**src/rtl/unidade_controle_pkg.sv**
```systemverilog
//==============================================================================
// Module      : unidade_controle_pkg
// Description : Shared opcodes, ALU encodings, FSM states and op classes.
// Revision    : 1.0 - initial release
//==============================================================================
`default_nettype none

package unidade_controle_pkg;

    localparam logic [3:0] c_OP_NOP = 4'h0;
    localparam logic [3:0] c_OP_MOV = 4'h1;
    localparam logic [3:0] c_OP_LDI = 4'h2;
    localparam logic [3:0] c_OP_ADD = 4'h3;
    localparam logic [3:0] c_OP_SUB = 4'h4;

    localparam logic [1:0] c_ULA_PASSA    = 2'b00;
    localparam logic [1:0] c_ULA_SOMA     = 2'b01;
    localparam logic [1:0] c_ULA_SUBTRAI  = 2'b10;

    typedef enum logic [2:0] {
        OCIOSO     = 3'd0,
        DECODIFICA = 3'd1,
        FASE1      = 3'd2,
        FASE2      = 3'd3,
        FIM        = 3'd4
    } estado_t;

    typedef enum logic [2:0] {
        CL_NOP    = 3'd0,
        CL_MOV    = 3'd1,
        CL_LDI    = 3'd2,
        CL_ADD    = 3'd3,
        CL_SUB    = 3'd4,
        CL_ILEGAL = 3'd7
    } classe_t;

    function automatic logic [3:0] um_quente(input logic [1:0] reg_idx);
        return 4'b0001 << reg_idx;
    endfunction

endpackage

`default_nettype wire

```
**src/rtl/unidade_controle_decodificador.sv**
```systemverilog
//==============================================================================
// Module      : decodificador_instr
// Description : Maps an opcode to legality, phase count and operation class.
// Revision    : 1.0 - initial release
//==============================================================================
`default_nettype none

module decodificador_instr
    import unidade_controle_pkg::*;
(
    input  logic [3:0] opcode,
    output logic       legal,
    output logic       two_phase,
    output classe_t    classe
);

    always_comb begin
        legal     = 1'b1;
        two_phase = 1'b0;
        classe    = CL_ILEGAL;
        case (opcode)
            c_OP_NOP: classe = CL_NOP;
            c_OP_MOV: classe = CL_MOV;
            c_OP_LDI: classe = CL_LDI;
            c_OP_ADD: begin
                classe    = CL_ADD;
                two_phase = 1'b1;
            end
            c_OP_SUB: begin
                classe    = CL_SUB;
                two_phase = 1'b1;
            end
            default:  legal = 1'b0;
        endcase
    end

endmodule

`default_nettype wire

```
**src/rtl/unidade_controle.sv**
```systemverilog
//==============================================================================
// Module      : unidade_controle
// Description : Multi-cycle control unit for a 4-register datapath with ACC.
//               Optional retired-instruction counter: CONTADOR_INSTR_EN.
// Revision    : 1.0 - initial release
//==============================================================================
`default_nettype none

module unidade_controle
    import unidade_controle_pkg::*;
(
    input  logic        clock,
    input  logic        resetn,
    input  logic [15:0] instrucao,
    input  logic        valido,
    output logic        aceito,
    output logic [1:0]  M,
    output logic [3:0]  carrega,
    output logic        carrega_acc,
    output logic        sel_imediato,
    output logic [15:0] imediato,
    output logic [1:0]  ula_op,
    output logic        concluido,
    output logic        erro
`ifdef CONTADOR_INSTR_EN
    ,
    output logic [15:0] num_instr
`endif
);

    estado_t     r_estado;
    logic [15:0] r_instr;

    logic        w_legal;
    logic        w_dois_fases;
    classe_t     w_classe;
    logic [1:0]  w_rd;
    logic [1:0]  w_rs;

    logic [1:0]  w_f2_m;
    logic [3:0]  w_f2_carrega;
    logic        w_f2_sel;
    logic [1:0]  w_f2_ula;

    assign w_rd     = r_instr[11:10];
    assign w_rs     = r_instr[9:8];
    assign imediato = {8'h00, r_instr[7:0]};

    decodificador_instr u_decod (
        .opcode    (r_instr[15:12]),
        .legal     (w_legal),
        .two_phase (w_dois_fases),
        .classe    (w_classe)
    );

    // Output values to be registered on entry to FASE2.
    always_comb begin
        w_f2_m       = 2'b00;
        w_f2_carrega = 4'b0000;
        w_f2_sel     = 1'b0;
        w_f2_ula     = c_ULA_PASSA;
        case (w_classe)
            CL_MOV: begin
                w_f2_m       = w_rs;
                w_f2_carrega = um_quente(w_rd);
            end
            CL_LDI: begin
                w_f2_sel     = 1'b1;
                w_f2_carrega = um_quente(w_rd);
            end
            CL_ADD: begin
                w_f2_m       = w_rs;
                w_f2_ula     = c_ULA_SOMA;
                w_f2_carrega = um_quente(w_rd);
            end
            CL_SUB: begin
                w_f2_m       = w_rs;
                w_f2_ula     = c_ULA_SUBTRAI;
                w_f2_carrega = um_quente(w_rd);
            end
            default: ;
        endcase
    end

    // Outputs are registered with the value of the state being entered.
    always_ff @(posedge clock) begin
        if (!resetn) begin
            r_estado     <= OCIOSO;
            r_instr      <= 16'h0000;
            aceito       <= 1'b1;
            M            <= 2'b00;
            carrega      <= 4'b0000;
            carrega_acc  <= 1'b0;
            sel_imediato <= 1'b0;
            ula_op       <= c_ULA_PASSA;
            concluido    <= 1'b0;
            erro         <= 1'b0;
`ifdef CONTADOR_INSTR_EN
            num_instr    <= 16'h0000;
`endif
        end else begin
            aceito       <= 1'b0;
            M            <= 2'b00;
            carrega      <= 4'b0000;
            carrega_acc  <= 1'b0;
            sel_imediato <= 1'b0;
            ula_op       <= c_ULA_PASSA;
            concluido    <= 1'b0;
            erro         <= 1'b0;
            case (r_estado)
                OCIOSO: begin
                    if (valido && aceito) begin
                        r_instr  <= instrucao;
                        r_estado <= DECODIFICA;
                    end else begin
                        aceito   <= 1'b1;
                    end
                end
                DECODIFICA: begin
                    if (!w_legal) begin
                        r_estado <= FIM;
                        erro     <= 1'b1;
                    end else if (w_dois_fases) begin
                        r_estado    <= FASE1;
                        M           <= w_rd;
                        carrega_acc <= 1'b1;
                    end else begin
                        r_estado     <= FASE2;
                        M            <= w_f2_m;
                        carrega      <= w_f2_carrega;
                        sel_imediato <= w_f2_sel;
                        ula_op       <= w_f2_ula;
                    end
                end
                FASE1: begin
                    r_estado     <= FASE2;
                    M            <= w_f2_m;
                    carrega      <= w_f2_carrega;
                    sel_imediato <= w_f2_sel;
                    ula_op       <= w_f2_ula;
                end
                FASE2: begin
                    r_estado  <= FIM;
                    concluido <= 1'b1;
`ifdef CONTADOR_INSTR_EN
                    num_instr <= num_instr + 16'd1;
`endif
                end
                FIM: begin
                    r_estado <= OCIOSO;
                    aceito   <= 1'b1;
                end
                default: begin
                    r_estado <= OCIOSO;
                    aceito   <= 1'b1;
                end
            endcase
        end
    end

endmodule

`default_nettype wire
```
**config.mk**
```make
export PLATFORM = sky130hd
export DESIGN_NAME = unidade_controle
export DESIGN_NICKNAME = d
export VERILOG_FILES = /design/src/rtl/unidade_controle_pkg.sv /design/src/rtl/unidade_controle_decodificador.sv /design/src/rtl/unidade_controle.sv
export SDC_FILE = /design/constraint.sdc
export NUM_CORES = 1
export LEC_CHECK = 0
export ABC_AREA = 1
export ABC_CLOCK_PERIOD_IN_PS = 3200
export BUFFER_PORTS_ARGS = -buffer_cell sky130_fd_sc_hd__buf_4
export CORE_ASPECT_RATIO = 1.2
export CORE_MARGIN = 2
export CORE_UTILIZATION = 54
export CTS_BUF_LIST = sky130_fd_sc_hd__clkbuf_8
export DETAILED_ROUTE_END_ITERATION = 16
export PLACE_DENSITY_LB_ADDON = 0.05
export SLEW_MARGIN = 20
export SYNTH_ARGS = -nofsm -noshare
export SYNTH_HDL_FRONTEND = slang
export SYNTH_SLANG_ARGS = --single-unit
```
**constraint.sdc**
```tcl
create_clock -name clock -period 3.2 [get_ports clock]
set_clock_uncertainty 0.2 [all_clocks]
set_input_delay 0.32 -clock clock [delete_from_list [all_inputs] [get_ports clock]]
set_output_delay 0.32 -clock clock [all_outputs]
set_load 0.005 [all_outputs]
```
==> run metrics <==
Die W 49.03 um; count of warnings emitted by yosys 0; IO Pins 48; first-pass GRT wire length between 4000 and 5000 um; # port buffers 39; Root Buffer Master clkbuf_8; Tmin final between 1.5 and 2 ns; H-tree level count 2; Clk Latency, worst-skew pair 0.28 ns; antenna violations before repair 0; period utilization 0.5546; Slowest cell on crit path nand3_2; Worst Tran Pin Value 0.5482 ns; share of cells above drive strength 1 0.2723; setup slack after layout 1.425 ns; core area 2306 um2; HPWL after DPL 1829 um; Pleak 0.7590 nW; power per cell area 768.5 nW/um2; setup tns final 0 ns; CP max stage delay 0.47 ns; R2R setup slack approximately 1.4 ns; Row Count 19; synth top area cells dfxtp_1, buf_4, a21oi_1, nand2_1, inv_1; Critical Path RT 3.15 ns; Slew Limit Headroom 0.6341; Initial Utilization 0.5697; DRC 0; Mapped Area approximately 1300 um2; VDD IR max 0.0006132 V; vias in the first global route 1049; Main synth FF type dfxtp_1; Slew Limit Fails 0; crit path max fanout 32; GPL Wtd Cong 0.9663; RSZ-0062 raised after global routing no; starting DRC count in detailed routing 16; Hold Crit Class input port to register; syn avg cell area ~7.7 um2; distinct cell type count after synthesis 21; post-DR wirelength/cell between 10 and 15 um; FF+latch count, synth 32; clock buffer count from CTS 5; fin util 0.6989; hold_buf cts 0; sequential share of the synthesized area 0.4876; Yosys top cell by area dfxtp_1; Pwr Total ~1.2 mW; n_diodes 0; final WL 2406 um; CTS-repair resized insts 0; worst path cell trace nor3_2 -> nand3_2 -> o21ai_0 -> a21oi_1; clk buf depth 2; DR vias/cell 4.742; Synth top area share 0.4876; Synth async-reset ratio 0; Final setup viols 0; max_cap viols 0; GRT overflow 0; pin count of the biggest net entering global routing 33; Final nets 221; Post-CTS Setup Inserts 0; via count 1105; clock sinks 32; FMAX approximately 0.56 GHz; Fillers 203; Worst-path clk slew approximately 0.060 ns; CTS tree done; type of origin of the critical path register; Area Growth Syn to Fin 22.67%; Commonest cells post-synth dfxtp_1, nand2_1, a21oi_1; post-synthesis cell count 170; element type at the critical path end register; Final Hold Viols 0; EDFF count, synth 0; post-route ant nets 0; Die Area approximately 2800 um2; TritonRoute pass-1 iters 4; most frequent cell after synthesis dfxtp_1; status finished clean; CP Data Arrival Time around 1.7 ns; All-Layer GR Usage 0.1911; pre-CTS setup slack approximately 1.1 ns; WS Path Type register to register; Die Y 58.03 um
## placed cells by master, fill, tap and decap left out, drive strengths merged
cell / n
or2: 1
nor3b: 1
dfxtp: 32
o21ai: 17
nand4: 2
buf: 39
nand2: 25
nor2: 12
nand3: 6
nor3: 5
inv: 26
conb: 8
a21oi: 22
clkinv: 1
clkbuf: 5
## flip-flops by register name, summed over array words and instances, names as in the netlist
register / flops
M: 2
aceito: 1
carrega: 4
carrega_acc: 1
concluido: 1
erro: 1
r_estado: 3
r_instr: 16
sel_imediato: 1
ula_op: 2
## critical path, delay by kind of cell, from the launching register on
| family | cells | cell delay [ns] |
|---|---|---|
| AND/OR/NAND/NOR | 2 | 0.71 |
| flip-flops | 1 | 0.34 |
| AO/OA/AOI/OAI | 2 | 0.39 |
## worst paths after layout
path	start	to	depth (start not counted)
worst min register to register	r_instr[2]	r_instr[2]	2
worst max register to register	r_estado[0]	r_instr[4]	4
worst max-delay path	r_estado[0]	r_instr[4]	4
worst min-delay path	instrucao[3]	r_instr[3]	3
## metal layers
metal	vias to the layer above	global-route usage	share of wire
met3	9	0.04639	0.054
li1	577	-	-
met1	481	0.1993	0.42
met5	-	0	0
met4	0	0.1551	0.028
met2	38	0.3288	0.50
## final cells by class
type | instances | area [um2] | share of cell area
clock inverters | 2 | 8.758 | 0.005435
flip-flops and latches | 32 | 640.6 | 0.3975
multi-input cells | 99 | 467.9 | 0.2904
clock buffers | 5 | 68.82 | 0.04270
inverters | 25 | 93.84 | 0.05823
well taps | 31 | 38.79 | 0.02407
repair buffers | 39 | 292.8 | 0.1817
## where the power goes
part           internal, mW  switching, mW
Sequential            0.486         0.0638
Combinational         0.164          0.252
Clock                 0.144          0.128
## cell families after synthesis
kind of cell | after synthesis | share of synthesized area
buffers and inverters | 46 | 0.1800
AO/OA/AOI/OAI | 39 | 0.1486
flip-flops | 32 | 0.4876
AND/OR/NAND/NOR | 52 | 0.1810
other | 1 | 0.002854
## through the flow
step	area [um2]	hold slack (ns)	cells
finish	1612	0.1041	233
global route	1612	0.1148	233
CTS	1607	0.1008	233
detailed placement	1529	0.2421	226
global placement	1529	0.2332	226
floorplan	1340	0.2211	177
Note: power is estimated with default switching activity, not from simulation.
